[src/rtl/addsub_digit_serial_if.sv]
// Handshake and operand/result bundle for the digit-serial adder/subtractor.
// master: operand producer and result consumer; slave: the arithmetic unit.
interface addsub_digit_serial_if #(
  parameter int WIDTH = 16
);
  logic             in_valid;
  logic             in_ready;
  logic [WIDTH-1:0] A;
  logic [WIDTH-1:0] B;
  logic             K;
  logic             Cin;
  logic             out_valid;
  logic             out_ready;
  logic [WIDTH-1:0] S;
  logic             Cout;
  logic             Ovf;
  logic             Zero;

  modport master (
    output in_valid, A, B, K, Cin, out_ready,
    input  in_ready, out_valid, S, Cout, Ovf, Zero
  );

  modport slave (
    input  in_valid, A, B, K, Cin, out_ready,
    output in_ready, out_valid, S, Cout, Ovf, Zero
  );
endinterface

[src/rtl/addsub_digit_serial.sv]
// Digit-serial WIDTH-bit adder/subtractor: DIGIT bits per clock, LSB digit
// first, with valid/ready handshakes and carry/overflow/zero flags.
// Optional macro ADDSUB_SAT_EN: on signed overflow S saturates to 0x7F..F or
// 0x80..0 depending on the MSB of operand A (flags stay on the raw sum except
// Zero, which follows the delivered S).
module addsub_digit_serial #(
  parameter int WIDTH = 16,
  parameter int DIGIT = 4
) (
  input logic                 clk,
  input logic                 rst,
  addsub_digit_serial_if.slave bus
);

  localparam int NDIG = WIDTH / DIGIT;
  localparam int CW   = (NDIG > 1) ? $clog2(NDIG) : 1;
  localparam logic [CW-1:0] LAST_CNT = CW'(NDIG - 1);

  typedef enum logic [1:0] {
    IDLE = 2'd0,
    RUN  = 2'd1,
    DONE = 2'd2
  } state_t;

  state_t             state_r;
  logic [WIDTH-1:0]   a_sh_r;
  logic [WIDTH-1:0]   b_sh_r;
  logic [WIDTH-1:0]   res_r;
  logic               carry_r;
  logic [CW-1:0]      cnt_r;
  logic               in_ready_r;
  logic               out_valid_r;
  logic [WIDTH-1:0]   s_r;
  logic               cout_r;
  logic               ovf_r;
  logic               zero_r;

  logic [DIGIT:0]       digit_sum_s;
  logic [WIDTH+DIGIT-1:0] res_ext_s;
  logic [WIDTH-1:0]     next_res_s;
  logic                 msb_cin_s;
  logic                 ovf_s;
  logic                 a_msb_s;
  logic [WIDTH-1:0]     final_s_s;

  function automatic logic is_zero(input logic [WIDTH-1:0] v);
    return (v == {WIDTH{1'b0}});
  endfunction

  // One digit of the ripple sum plus the result-register shift and flag terms.
  always_comb begin
    digit_sum_s = {1'b0, a_sh_r[DIGIT-1:0]} + {1'b0, b_sh_r[DIGIT-1:0]}
                + {{DIGIT{1'b0}}, carry_r};
    res_ext_s   = {digit_sum_s[DIGIT-1:0], res_r};
    next_res_s  = res_ext_s[WIDTH+DIGIT-1:DIGIT];
    // Carry into the top bit of this digit, recovered from its sum bit; on the
    // last digit this is the carry into the result MSB.
    msb_cin_s   = a_sh_r[DIGIT-1] ^ b_sh_r[DIGIT-1] ^ digit_sum_s[DIGIT-1];
    ovf_s       = msb_cin_s ^ digit_sum_s[DIGIT];
    // On the last digit the operand-A MSB sits at the top of the current digit.
    a_msb_s     = a_sh_r[DIGIT-1];
`ifdef ADDSUB_SAT_EN
    if (ovf_s) begin
      final_s_s = {a_msb_s, {(WIDTH-1){~a_msb_s}}};
    end else begin
      final_s_s = next_res_s;
    end
`else
    final_s_s = next_res_s;
`endif
  end

  // Control FSM, operand shift registers and registered result/flags.
  always_ff @(posedge clk) begin
    if (rst) begin
      state_r     <= IDLE;
      a_sh_r      <= {WIDTH{1'b0}};
      b_sh_r      <= {WIDTH{1'b0}};
      res_r       <= {WIDTH{1'b0}};
      carry_r     <= 1'b0;
      cnt_r       <= {CW{1'b0}};
      in_ready_r  <= 1'b1;
      out_valid_r <= 1'b0;
      s_r         <= {WIDTH{1'b0}};
      cout_r      <= 1'b0;
      ovf_r       <= 1'b0;
      zero_r      <= 1'b0;
    end else begin
      case (state_r)
        IDLE: begin
          if (bus.in_valid) begin
            a_sh_r     <= bus.A;
            b_sh_r     <= bus.B ^ {WIDTH{bus.K}};
            carry_r    <= bus.Cin;
            cnt_r      <= {CW{1'b0}};
            in_ready_r <= 1'b0;
            state_r    <= RUN;
          end else begin
            state_r    <= IDLE;
          end
        end
        RUN: begin
          a_sh_r  <= a_sh_r >> DIGIT;
          b_sh_r  <= b_sh_r >> DIGIT;
          carry_r <= digit_sum_s[DIGIT];
          res_r   <= next_res_s;
          if (cnt_r == LAST_CNT) begin
            cnt_r       <= {CW{1'b0}};
            s_r         <= final_s_s;
            cout_r      <= digit_sum_s[DIGIT];
            ovf_r       <= ovf_s;
            zero_r      <= is_zero(final_s_s);
            out_valid_r <= 1'b1;
            state_r     <= DONE;
          end else begin
            cnt_r       <= cnt_r + CW'(1);
          end
        end
        DONE: begin
          if (bus.out_ready) begin
            out_valid_r <= 1'b0;
            in_ready_r  <= 1'b1;
            state_r     <= IDLE;
          end else begin
            state_r     <= DONE;
          end
        end
        default: begin
          state_r     <= IDLE;
          in_ready_r  <= 1'b1;
          out_valid_r <= 1'b0;
        end
      endcase
    end
  end

  assign bus.in_ready  = in_ready_r;
  assign bus.out_valid = out_valid_r;
  assign bus.S         = s_r;
  assign bus.Cout      = cout_r;
  assign bus.Ovf       = ovf_r;
  assign bus.Zero      = zero_r;

endmodule
[src/flat_wrapper.sv]
// flat-port wrapper written by rule: the top's interface ports become plain ports
module addsub_digit_serial_flat 
#(
  parameter int WIDTH = 16,
  parameter int DIGIT = 4
)
  (clk, rst, bus_in_valid, bus_A, bus_B, bus_K, bus_Cin, bus_out_ready, bus_in_ready, bus_out_valid, bus_S, bus_Cout, bus_Ovf, bus_Zero);
  addsub_digit_serial_if #(.WIDTH(WIDTH)) bus_i ();
  input logic clk;
  input logic rst;
  input wire logic [$bits(bus_i.in_valid)-1:0] bus_in_valid;
  input wire logic [$bits(bus_i.A)-1:0] bus_A;
  input wire logic [$bits(bus_i.B)-1:0] bus_B;
  input wire logic [$bits(bus_i.K)-1:0] bus_K;
  input wire logic [$bits(bus_i.Cin)-1:0] bus_Cin;
  input wire logic [$bits(bus_i.out_ready)-1:0] bus_out_ready;
  output wire logic [$bits(bus_i.in_ready)-1:0] bus_in_ready;
  output wire logic [$bits(bus_i.out_valid)-1:0] bus_out_valid;
  output wire logic [$bits(bus_i.S)-1:0] bus_S;
  output wire logic [$bits(bus_i.Cout)-1:0] bus_Cout;
  output wire logic [$bits(bus_i.Ovf)-1:0] bus_Ovf;
  output wire logic [$bits(bus_i.Zero)-1:0] bus_Zero;
  assign bus_i.in_valid = bus_in_valid;
  assign bus_i.A = bus_A;
  assign bus_i.B = bus_B;
  assign bus_i.K = bus_K;
  assign bus_i.Cin = bus_Cin;
  assign bus_i.out_ready = bus_out_ready;
  assign bus_in_ready = bus_i.in_ready;
  assign bus_out_valid = bus_i.out_valid;
  assign bus_S = bus_i.S;
  assign bus_Cout = bus_i.Cout;
  assign bus_Ovf = bus_i.Ovf;
  assign bus_Zero = bus_i.Zero;
  addsub_digit_serial #(.WIDTH(WIDTH), .DIGIT(DIGIT)) u_core (.clk(clk), .rst(rst), .bus(bus_i));
endmodule
[config.mk]
export PLATFORM = sky130hd
export DESIGN_NAME = addsub_digit_serial_flat
export DESIGN_NICKNAME = d
export VERILOG_FILES = /design/src/rtl/addsub_digit_serial_if.sv /design/src/rtl/addsub_digit_serial.sv /design/src/flat_wrapper.sv
export SDC_FILE = /design/constraint.sdc
export NUM_CORES = 1
export LEC_CHECK = 0
export ABC_AREA = 1
export CAP_MARGIN = 15
export CORE_MARGIN = 4
export CORE_UTILIZATION = 56
export CTS_CLUSTER_SIZE = 8
export DETAILED_ROUTE_END_ITERATION = 7
export PLACE_DENSITY = 0.95
export SYNTH_ARGS = -nofsm -noshare
export SYNTH_HDL_FRONTEND = slang
export SYNTH_SLANG_ARGS = --single-unit
[constraint.sdc]
create_clock -name clk -period 3.6 [get_ports clk]
set_clock_uncertainty 0.05 [all_clocks]
set_input_delay 0.72 -clock clk [delete_from_list [all_inputs] [get_ports clk]]
set_output_delay 0.72 -clock clk [all_outputs]
set_load 0.02 [all_outputs]
# ---- After elaboration in Yosys (flattened, before gate mapping)
# Index checks and enable logic that the tools add are counted.
dict set report op_classes {
  add_sub_neg 3
  n_eq_ne 6
  muxes 19
  bitwise_logic 6
  n_reduce_logical 7
}
# operator count
set ops {}
lappend ops {{16-bit one-hot mux with 2 select lines} 2}
lappend ops {{16-bit 2-to-1 mux} 2}
lappend ops {{16-bit zero test} 1}
lappend ops {{16-bit XOR} 1}
lappend ops {{2-bit 2-to-1 mux} 4}
lappend ops {{1-bit 2-to-1 mux} 6}
lappend ops {{1-bit one-hot mux with 3 select lines} 2}
lappend ops {{2-bit one-hot mux with 3 select lines} 1}
lappend ops {{3-bit AND reduction} 2}
lappend ops {{4-bit by 4-bit adder with 5-bit output} 1}
lappend ops {{5-bit by 1-bit adder with 5-bit output} 1}
lappend ops {{2-bit == test, second input constant} 2}
lappend ops {{2-bit inequality test, second input constant} 2}
lappend ops {{2-bit one-hot mux with 2 select lines} 1}
lappend ops {{2-bit AND reduction} 2}
lappend ops {{1-bit XOR} 3}
lappend ops {{2-bit by 1-bit adder with 2-bit output, second input constant} 1}
lappend ops {{2-bit by 1-bit == test with 1-bit output, second input constant} 1}
lappend ops {{2-bit zero test} 1}
lappend ops {{2-bit by 1-bit inequality test with 1-bit output, second input constant} 1}
lappend ops {{1-bit inverter} 2}
lappend ops {{1-bit one-hot mux with 2 select lines} 1}
lappend ops {{2-bit nonzero test} 1}
dict set report totals {
  reg_bits 74
  inputBits 38
  output_inout_bits 21
  word_cells 53
}

# ---- Longest topological paths before layout
# Gate-level depths: netlist of run 1.
dict set report depth {
  depth_word 4
  ltp_mapped 10
  depth_no_buf 10
}

# ---- Least setup slack after synthesis of run 1
# OpenSTA, ideal clock, no wires.
dict set report synth_path {
  path_kind {register to register}
  start {register u_core.carry_r}
  end {register u_core.zero_r (netlist: u_core.bus.Zero)}
  setup_time_ps 65
  t_arrival_ps 1687
  t_required_ps 3485
  setup_slack_ps 1798
  path_stages_with_launch 10
  path_buffers 0
  synth_period_minus_slack_ps 1802
  path_cell_list {dfxtp_1 > fa_1 > fa_1 > nor2_1 > nand2_1 > nor2_1 > nand3_1 > nor2_1 > nor2_1 > nor2_1}
}
dict set report synth_via {
  elab_chain_len 2
}
# element line_no
set synth_rtl {}
lappend synth_rtl {{start, declared} addsub_digit_serial.sv:29} ;# logic carry_r;
lappend synth_rtl {{start signal, assigned} addsub_digit_serial.sv:94} ;# carry_r <= bus.Cin;
lappend synth_rtl {{start signal, assigned} addsub_digit_serial.sv:105} ;# carry_r <= digit_sum_s[DIGIT];
lappend synth_rtl {{5-bit by 1-bit adder with 5-bit output} addsub_digit_serial.sv:53} ;# + {{DIGIT{1'b0}}, carry_r};
lappend synth_rtl {{net u_core.digit_sum_s[1]} addsub_digit_serial.sv:38} ;# logic [DIGIT:0] digit_sum_s;
lappend synth_rtl {{16-bit zero test} addsub_digit_serial.sv:47} ;# return (v == {WIDTH{1'b0}});
lappend synth_rtl {{end signal, assigned} addsub_digit_serial.sv:112} ;# zero_r <= is_zero(final_s_s);
lappend synth_rtl {{end, declared} addsub_digit_serial.sv:36} ;# logic zero_r;
# The timed path passes the listed nets, and every way through them passes these cells.
# A chain may end at the register's enable or synchronous reset.

==> impl_metrics.yaml, run 1 <==
run_status:
  status: "completed"
clocking:
  cts_tree: "built"
  cts_root_buffer: "clkbuf_8"
  htreeDepth: 3
  cts_buffer_depth: 2
  clock_latency_ps: 350
  clk_pin_slew_ps: 70
  clock-sinks: 70
  postCtsResizedCells: 0
  post-cts-setup-buffers: 0
  numCtsBuffers: 9
  holdBufCountCts: 0
logic_synthesis:
  syn_inst: 413
  yosys-top-cells-area: "dfxtp_1 (44%), nand2_1 (15%), a21oi_1 (6.4%)"
  synth_top_cell_by_area: "dfxtp_1"
  synthFlopType: "dfxtp_1"
  synth_top_area_share_pct: 44.5
  ys_seq_elements: 70
  postSynth.asyncResetShare_pct: 0
  yosysMostFrequentCell: "nand2_1"
  synth_edf_count: 0
  syn_avg_cell_area_um2: 7.63
  seq_area_frac_synth_pct: 44.5
  syn_nets: 457
  ys_warn_count: 0
  syn_area_um2: 3150
  ys_types: 27
  synth_commonest_cells: "nand2_1 (125), dfxtp_1 (70), a21oi_1 (40)"
global_routing:
  antenna_found_initial: 0
  grt_pass1_vias: 2760
  grt-ovfl-total: 0
  grt_usage_pct: 20.9
  grt_first_pass_wirelength_mm: 12.0
  grt_max_degree: 44
setup_path:
  path_cells: "clkdlybuf4s50_1, inv_1, nand2_1, o21ai_0"
  startpoint_type: "primary input"
  end_kind: "flip-flop"
  critPathKind: "in -> reg"
  worstPathMaxFanout: 38
  crit_start: "rst"
  r2r-start: "u_core.state_r[1]$_SDFFE_PP0P_"
  slowest_stage: "inv_1"
  critical_path.max_stage_delay_ps: 810
  arrival_ps: 2660
  required_ps: 3810
sta:
  fin_crit_sh_pct: 67.9
  fin_ws_ps: 1160
  worstMarginPinSlew_ps: 1120
  finalHoldViolCount: 0
  slew_headroom_pct: 24.9
  fmax_mhz: 409
  min_period_ps: 2440
  fin_tns_setup_ps: 0
  rsz0062_at_grt: "false"
  finalSetupViolCount: 0
  maxSlewViolCount: 0
detailed_routing:
  dr.pass1.iters: 4
  drc: 0
  wire_per_inst_um: 13.0
  drt_wl_total_mm: 6.99
  final_antenna_net_count: 0
  via_per_inst: 5.26
  vias: 2826
  drt_iter0_markers: 238
die:
  initial_utilization_pct: 57.6
  die_h_um: 83.0
  chipWidth_um: 83.0
  rows: 27
  ios: 59
  core_um2: 5470
  dieArea_um2: 6890
cells_and_area:
  drive_gt1_share_pct: 7.31
  fin_nets: 504
  antenna_cells: 0
  fillers: 421
  fin_area_um2: 3870
  area_delta_synth_final_pct: 22.9
pwr:
  powerDensity_nw_per_um2: 441
  total_power_mw: 1.71
  peakVddDrop_v: 0.000238
  leakagePower_nw: 1.61
min_path:
  min_from: "u_core.a_sh_r[5]$_SDFFE_PP0P_"
  hp-class: "reg -> reg"
placement:
  dp_hpwl_mm: 4.71
  io_buffers: 58
  routabilityCongestion: 0.822
  placed_area_um2: 3700
  detailedPlace.worstSlack_ps: 867
flow_run:
  max_cap_violations: 0
[worst max-delay path, delay by kind of cell]
family	cells	cell delay (ps)
AOI/OAI and AO/OA	1	280
buffers and inverters	2	1220
and+or+nand+nor	1	420
[registers in the layout, indices dropped and copies added, names as in the netlist]
name,flops
u_core.a_sh_r,16
u_core.b_sh_r,16
u_core.bus.Cout,1
u_core.bus.Ovf,1
u_core.bus.S,16
u_core.bus.Zero,1
u_core.bus.in_ready,1
u_core.bus.out_valid,1
u_core.carry_r,1
u_core.cnt_r,2
u_core.res_r,12
u_core.state_r,2
[placed cells by master (no fill, tap or decap)]
| cell type | Yosys | layout |
|---|---|---|
| clkinv_2 | 0 | 3 |
| nand2_2 | 2 | 2 |
| o21ai_0 | 30 | 30 |
| inv_1 | 38 | 38 |
| ha_1 | 4 | 4 |
| o21bai_1 | 1 | 1 |
| nor2_1 | 16 | 16 |
| fa_1 | 2 | 2 |
| o22ai_1 | 5 | 5 |
| o21ai_1 | 2 | 2 |
| nand2_1 | 125 | 125 |
| clkdlybuf4s50_1 | 0 | 58 |
| a22oi_1 | 2 | 2 |
| clkbuf_1 | 7 | 2 |
| nor3_4 | 1 | 1 |
| nand3_2 | 1 | 1 |
| xnor2_1 | 11 | 11 |
| o211ai_2 | 10 | 10 |
| clkbuf_8 | 0 | 10 |
| nand3_1 | 16 | 16 |
| dfxtp_1 | 70 | 70 |
| nor3b_1 | 1 | 1 |
| o21a_1 | 2 | 2 |
| a21oi_1 | 40 | 40 |
| nor2_8 | 1 | 1 |
| o211ai_1 | 1 | 1 |
| clkinvlp_4 | 0 | 1 |
| xor2_1 | 5 | 5 |
| inv_2 | 4 | 4 |
| buf_4 | 7 | 1 |
[layout make-up]
type                            count  area, µm²  share of cell area, %
Clock buffer                       12        145                   3.75
Tap cell                           72       90.1                   2.33
Clock inverter                      4       22.5                  0.582
Timing Repair Buffer               59        588                   15.2
Inverter                           42        158                   4.07
Multi-Input combinational cell    278       1470                   37.9
Sequential cell                    70       1400                   36.2
[where the power goes]
group / internal [mW] / switching [mW]
combinational: 0.124 / 0.178
sequential: 0.823 / 0.0302
clock: 0.266 / 0.287
total: 1.21 / 0.495
[cell families after synthesis]
kind of cell               after synthesis  share of synthesized area [%]
buffers and inverters                   65                           8.94
xor gates and xnor gates                16                           4.45
adders and majority gates                6                           2.86
AOI/OAI and AO/OA                       93                           17.8
and+or+nand+nor                        163                           21.4
DFF                                     70                           44.5
[per-layer routing]
metal  track usage (%)  share of wire [%]  vias to the layer above
met3              4.17                7.5                       17
met5                 0                  0                        -
met4              10.5                2.0                        0
li1                  -                  -                     1419
met1              24.2                 40                     1282
met2              36.4                 50                      108
[worst paths after layout]
| path | end | slack [ps] | depth (start not counted) |
|---|---|---|---|
| setup / recovery | u_core.res_r[12]$_SDFFE_PP0P_ | 1160 | 4 |
| hold / removal | u_core.a_sh_r[5]$_SDFFE_PP0P_ | 400 | 2 |
| hold reg to reg | u_core.a_sh_r[5]$_SDFFE_PP0P_ | 400 | 2 |
| setup reg to reg | u_core.a_sh_r[0]$_SDFFE_PP0P_ | 1250 | 7 |
[through the flow]
step | hold slack, ps | cells | util (%)
finish | 402 | 537 | 70.8
floorplan | 375 | 413 | -
detailed placement | 391 | 521 | 67.7
global placement | 384 | 521 | 67.7
CTS | 399 | 537 | 70.8
global route | 423 | 537 | 70.8
(Power assumes the default switching activity.)
==> inputs of run 2 (changes only) <==
CORE_UTILIZATION = 52   (was 56)
PLACE_DENSITY = 0.91   (was 0.95)
clock period = 2.53 ns   (was 3.6 ns; I/O delays follow)
==> run 2 against run 1 <==
Effect of this change: core utilization decreased by 3.5 points; critical endpoint is now u_core.bus.Zero$_SDFFE_PP0P_; critical path depth grew 5; flip-flop and latch count unchanged; combinational power rose by 45%; final area is 2.3% higher.
==> impl_metrics.yaml, run 2 (synthesis gave the netlist of run 1 again) <==
global_routing:
  antenna_found_initial: 0
  grt_first_pass_wirelength_mm: 12.1
  grt-ovfl-total: 0
  grt_usage_pct: 20.6
  grt_max_degree: 44
  grt_pass1_vias: 2811
cells_and_area:
  fillers: 475
  fin_nets: 508
  final_util_pct: 67.3
  final_common_cell: "nand2_1"
  area_delta_synth_final_pct: 25.7
  mostFrequentLayoutCells: "nand2_1 (125), dfxtp_1 (70), clkdlybuf4s50_1 (58), a21oi_1 (40), inv_1 (38)"
  antenna_cells: 0
  drive_gt1_share_pct: 8.53
pwr:
  total_power_mw: 2.64
  peakVddDrop_v: 0.000358
  powerDensity_nw_per_um2: 667
  leakagePower_nw: 1.65
placement:
  routabilityCongestion: 0.830
  dp_hpwl_mm: 4.78
  io_buffers: 58
die:
  chipWidth_um: 85.8
  dieArea_um2: 7370
  initial_utilization_pct: 53.5
  rows: 28
  ios: 59
  die_h_um: 85.8
  core_um2: 5890
setup_path:
  required_ps: 2760
  critPathKind: "reg -> reg"
  arrival_ps: 2190
  r2r-start: "u_core.carry_r$_SDFFE_PP0P_"
  worstPathMaxFanout: 3
  crit_start: "u_core.carry_r$_SDFFE_PP0P_"
  end_kind: "flip-flop"
  startpoint_type: "flip-flop"
detailed_routing:
  route.met2.wl_mm: 3.55
  drt_iter0_markers: 152
  via_per_inst: 5.23
  wire_per_inst_um: 12.7
  wl_met1_mm: 2.83
  vias: 2845
  dr.max_layer_used: "met4"
  drc: 0
  routed-wl-met3_um: 396
  final_antenna_net_count: 0
  dr.pass1.iters: 5
  drt_wl_total_mm: 6.93
sta:
  min_period_ps: 1960
  rsz0062_at_grt: "false"
  fin_tns_setup_ps: 0
  finalHoldViolCount: 0
  worstMarginPinSlew_ps: 511
  slew_headroom_pct: 66.0
  finalSetupViolCount: 0
  fin_crit_sh_pct: 77.4
  fmax_mhz: 511
  maxSlewViolCount: 0
min_path:
  hp-class: "reg -> reg"
  min_from: "u_core.a_sh_r[8]$_SDFFE_PP0P_"
clocking:
  postCtsResizedCells: 0
  htreeDepth: 3
  clock_latency_ps: 350
  clock-sinks: 70
  cts_root_buffer: "clkbuf_8"
  cts_tree: "built"
  clk_pin_slew_ps: 70
  numCtsBuffers: 9
  holdBufCountCts: 0
  cts_buffer_depth: 2
  post-cts-setup-buffers: 0
flow_run:
  max_cap_violations: 0
run_status:
  status: "completed"
-- run 2: cell count changes in the layout (fill, tap and decap cells not counted) --
cell        delta
buf_4          +4
clkbuf_1       -2
clkinv_4       +1
inv_6          +1
clkbuf_8       -1
clkinvlp_4     +1
clkinv_2       -2
bufinv_16      +2
-- run 2: routing by layer --
metal	vias to the layer above	track usage [%]
met1	1310	22.9
li1	1428	-
met5	-	0
met3	11	2.79
met4	0	12.1
met2	96	37.1
-- run 2: worst max-delay path, cell delays in order, from the launching register on --
cell and delay (ps):
dfxtp_1 330, fa_1 470, fa_1 500, nor2_1 110, nand2_1 50, nor2_1 100, nand3_1 80, nor2_1 90
nor2_1 40, nor2_1 70
-- run 2: layout make-up --
cell class	count	area, µm²	share of cell area, %
clock buffer	9	124	3.13
clock inverter	7	97.6	2.46
inverter	42	158	3.98
multi-input combinational	278	1470	37.1
sequential	70	1400	35.4
tap	75	93.8	2.37
timing repair buffer	63	618	15.6
-- run 2: metrics by stage --
stage / hold WS, ps / area [µm²] / worst slack, ps / instances
after floorplan: 375 / 3150 / 728 / 413
final: 401 / 3960 / 573 / 544
after detailed placement: 392 / 3740 / 483 / 528
after global placement: 383 / 3740 / 548 / 528
after CTS: 404 / 3960 / 585 / 544
after global routing: 430 / 3960 / 366 / 544
-- run 2: power breakdown --
group          internal (mW)  leakage (nW)  switching (mW)
Sequential              1.17         0.571          0.0418
Combinational          0.182         0.974           0.255
Clock                  0.558         0.106           0.433
Total                   1.91          1.65           0.730
-- run 2: final timing paths --
path	slack [ps]	cells after the start	endpoint
setup / recovery	570	9	u_core.bus.Zero$_SDFFE_PP0P_
hold reg to reg	400	2	u_core.a_sh_r[8]$_SDFFE_PP0P_
setup reg to reg	570	9	u_core.bus.Zero$_SDFFE_PP0P_
hold / removal	400	2	u_core.a_sh_r[8]$_SDFFE_PP0P_
==> inputs of run 3 (changes only) <==
clock period = 1.85 ns   (was 2.53 ns; I/O delays follow)
==> run 3 against run 2 <==
Effect of this change: final cell count increased by 2.0%; wire length up 1.3%; the flow now finishes with violations (negative setup slack); critical path type unchanged; fmax grew 5.6%; die area stayed put; first-iteration DRC count is 26% lower; combinational power is 56% higher.
==> impl_metrics.yaml, run 3 (synthesis gave the netlist of run 1 again) <==
run_status:
  status: "finished with violations"
  violations: "negative setup slack"
cells_and_area:
  fin_nets: 519
  mostFrequentLayoutCells: "nand2_1 (125), dfxtp_1 (69), clkdlybuf4s50_1 (58), a21oi_1 (40), inv_1 (38)"
  final_common_cell: "nand2_1"
  area_delta_synth_final_pct: 30.5
  finalNonFillerCells: 555
  drive_gt1_share_pct: 11.3
  antenna_cells: 0
  fillers: 444
global_routing:
  grt_pass1_vias: 2772
  grt_usage_pct: 20.1
  grt-ovfl-total: 0
  grt_first_pass_wirelength_mm: 11.8
  antenna_found_initial: 0
  grt_max_degree: 31
detailed_routing:
  routed-wl-met3_um: 428
  dr.pass1.iters: 5
  wl_met1_mm: 2.85
  dr.max_layer_used: "met4"
  via_per_inst: 5.09
  route.met2.wl_mm: 3.59
  drt_wl_total_mm: 7.02
  drc: 0
  drt_iter0_markers: 112
  wire_per_inst_um: 12.7
  final_antenna_net_count: 0
  vias: 2826
setup_path:
  required_ps: 2080
  worstPathMaxFanout: 2
  startpoint_type: "flip-flop"
  path_buf_inv: 0
  r2r-end: "u_core.bus.Zero$_SDFFE_PP0P_"
  r2r_cells: 9
  crit_top_cell: "nor2_1"
  cp_top_family: "adder cells"
  r2r-start: "u_core.carry_r$_SDFFE_PP0P_"
  rrSetupSlack_ps: -4
  critical_path.max_stage_delay_ps: 470
  critPathKind: "reg -> reg"
  slowest_stage: "fa_1"
  arrival_ps: 2080
  path_cells: "fa_2, fa_1, nor2_1, nand2_1, nor2_2, nand3_1, nor2_1, nor2_1, nor2_1"
  end_kind: "flip-flop"
pwr:
  peakVddDrop_v: 0.000563
  leakagePower_nw: 1.74
  powerDensity_nw_per_um2: 913
min_path:
  hp-class: "reg -> reg"
  hold_depth: 2
  min_from: "u_core.a_sh_r[9]$_SDFFE_PP0P_"
  hold_path_end: "u_core.a_sh_r[9]$_SDFFE_PP0P_"
sta:
  min_period_ps: 1850
  slew_headroom_pct: 73.7
  fin_tns_setup_ps: -3.62
  worstMarginPinSlew_ps: 393
  finalHoldViolCount: 0
  rsz0062_at_grt: "true"
  finalSetupViolCount: 1
  maxSlewViolCount: 0
  fin_ws_ps: -3.62
  fmax_mhz: 539
  fin_crit_sh_pct: 100
  holdWs_ps: 399
clocking:
  numCtsBuffers: 9
  cts_tree: "built"
  clk_pin_slew_ps: 70
  clock-sinks: 70
  clock_latency_ps: 340
  holdBufCountCts: 0
  cts_root_buffer: "clkbuf_8"
  cts_buffer_depth: 2
  htreeDepth: 3
  post-cts-setup-buffers: 0
die:
  ios: 59
  rows: 28
  die_h_um: 85.8
  initial_utilization_pct: 53.5
  chipWidth_um: 85.8
  core_um2: 5890
  dieArea_um2: 7370
flow_run:
  max_cap_violations: 0
placement:
  dp_cells: 539
  dp_hpwl_mm: 5.05
  io_buffers: 58
  routabilityCongestion: 0.866
run 3: changes by cell type in the layout (fill, tap and decap cells not counted), sizes merged:
cell	before	now
buf	5	16
inv	43	42
clkinv	2	1
clkbuf	9	13
clkinvlp	2	0
run 3: final cells by class:
class,instances,area (µm²),share of cell area [%]
multi-input combinational,278,1470,35.8
inverter,42,158,3.83
sequential,70,1400,34.1
clock buffer,13,169,4.11
clock inverter,3,65.1,1.58
tap,75,93.8,2.28
timing repair buffer,74,751,18.3
run 3: repair_timing:
item,CTS,global route
pin swaps,1,0
endpoints found under the setup margin,1,2
gates resized for setup,2,2
run 3: power breakdown:
part           switching [mW]  internal (mW)  total [mW]
registers              0.0566           1.60        1.66
clock network           0.548          0.868        1.42
logic                   0.369          0.313       0.682
run 3: layer usage:
layer | global-route usage, % | vias up
met1 | 22.9 | 1273
met2 | 36.0 | 95
li1 | - | 1448
met5 | 0 | -
met4 | 11.1 | 0
met3 | 2.98 | 10
run 3: worst reg2reg max path: cells and delay by family (launching register included):
family	cells	cell delay, ps
adder cells (fa/ha/maj)	2	870
flip-flops	1	330
AND/OR/NAND/NOR	7	550
run 3: stage by stage:
| stage | power [mW] | instance area, µm² | setup slack, ps | utilization [%] |
|---|---|---|---|---|
| global placement | 2.33 | 3870 | -14.8 | 65.8 |
| CTS | 3.77 | 4110 | -22.5 | 69.8 |
| floorplan | 2.11 | 3150 | 47.7 | - |
| global route | 3.91 | 4110 | -187 | 69.9 |
| detailed placement | 2.36 | 3870 | -46.2 | 65.8 |
| finish | 3.76 | 4110 | -3.62 | 69.9 |
run 3: how the worst max path moves through the flow:
stage	startpoint	to	slack, ps	cells after the start
4_1_cts	u_core.carry_r$_SDFFE_PP0P_	u_core.bus.Zero$_SDFFE_PP0P_	-20	9
6_report	u_core.carry_r$_SDFFE_PP0P_	u_core.bus.Zero$_SDFFE_PP0P_	-4	9
5_1_grt	u_core.carry_r$_SDFFE_PP0P_	u_core.bus.Zero$_SDFFE_PP0P_	-190	9
2_1_floorplan	u_core.carry_r$_SDFFE_PP0P_	u_core.bus.Zero$_SDFFE_PP0P_	50	9
3_3_place_gp	bus_in_valid	u_core.b_sh_r[0]$_SDFFE_PP0P_	-10	7
3_5_place_dp	u_core.carry_r$_SDFFE_PP0P_	u_core.bus.Zero$_SDFFE_PP0P_	-50	9
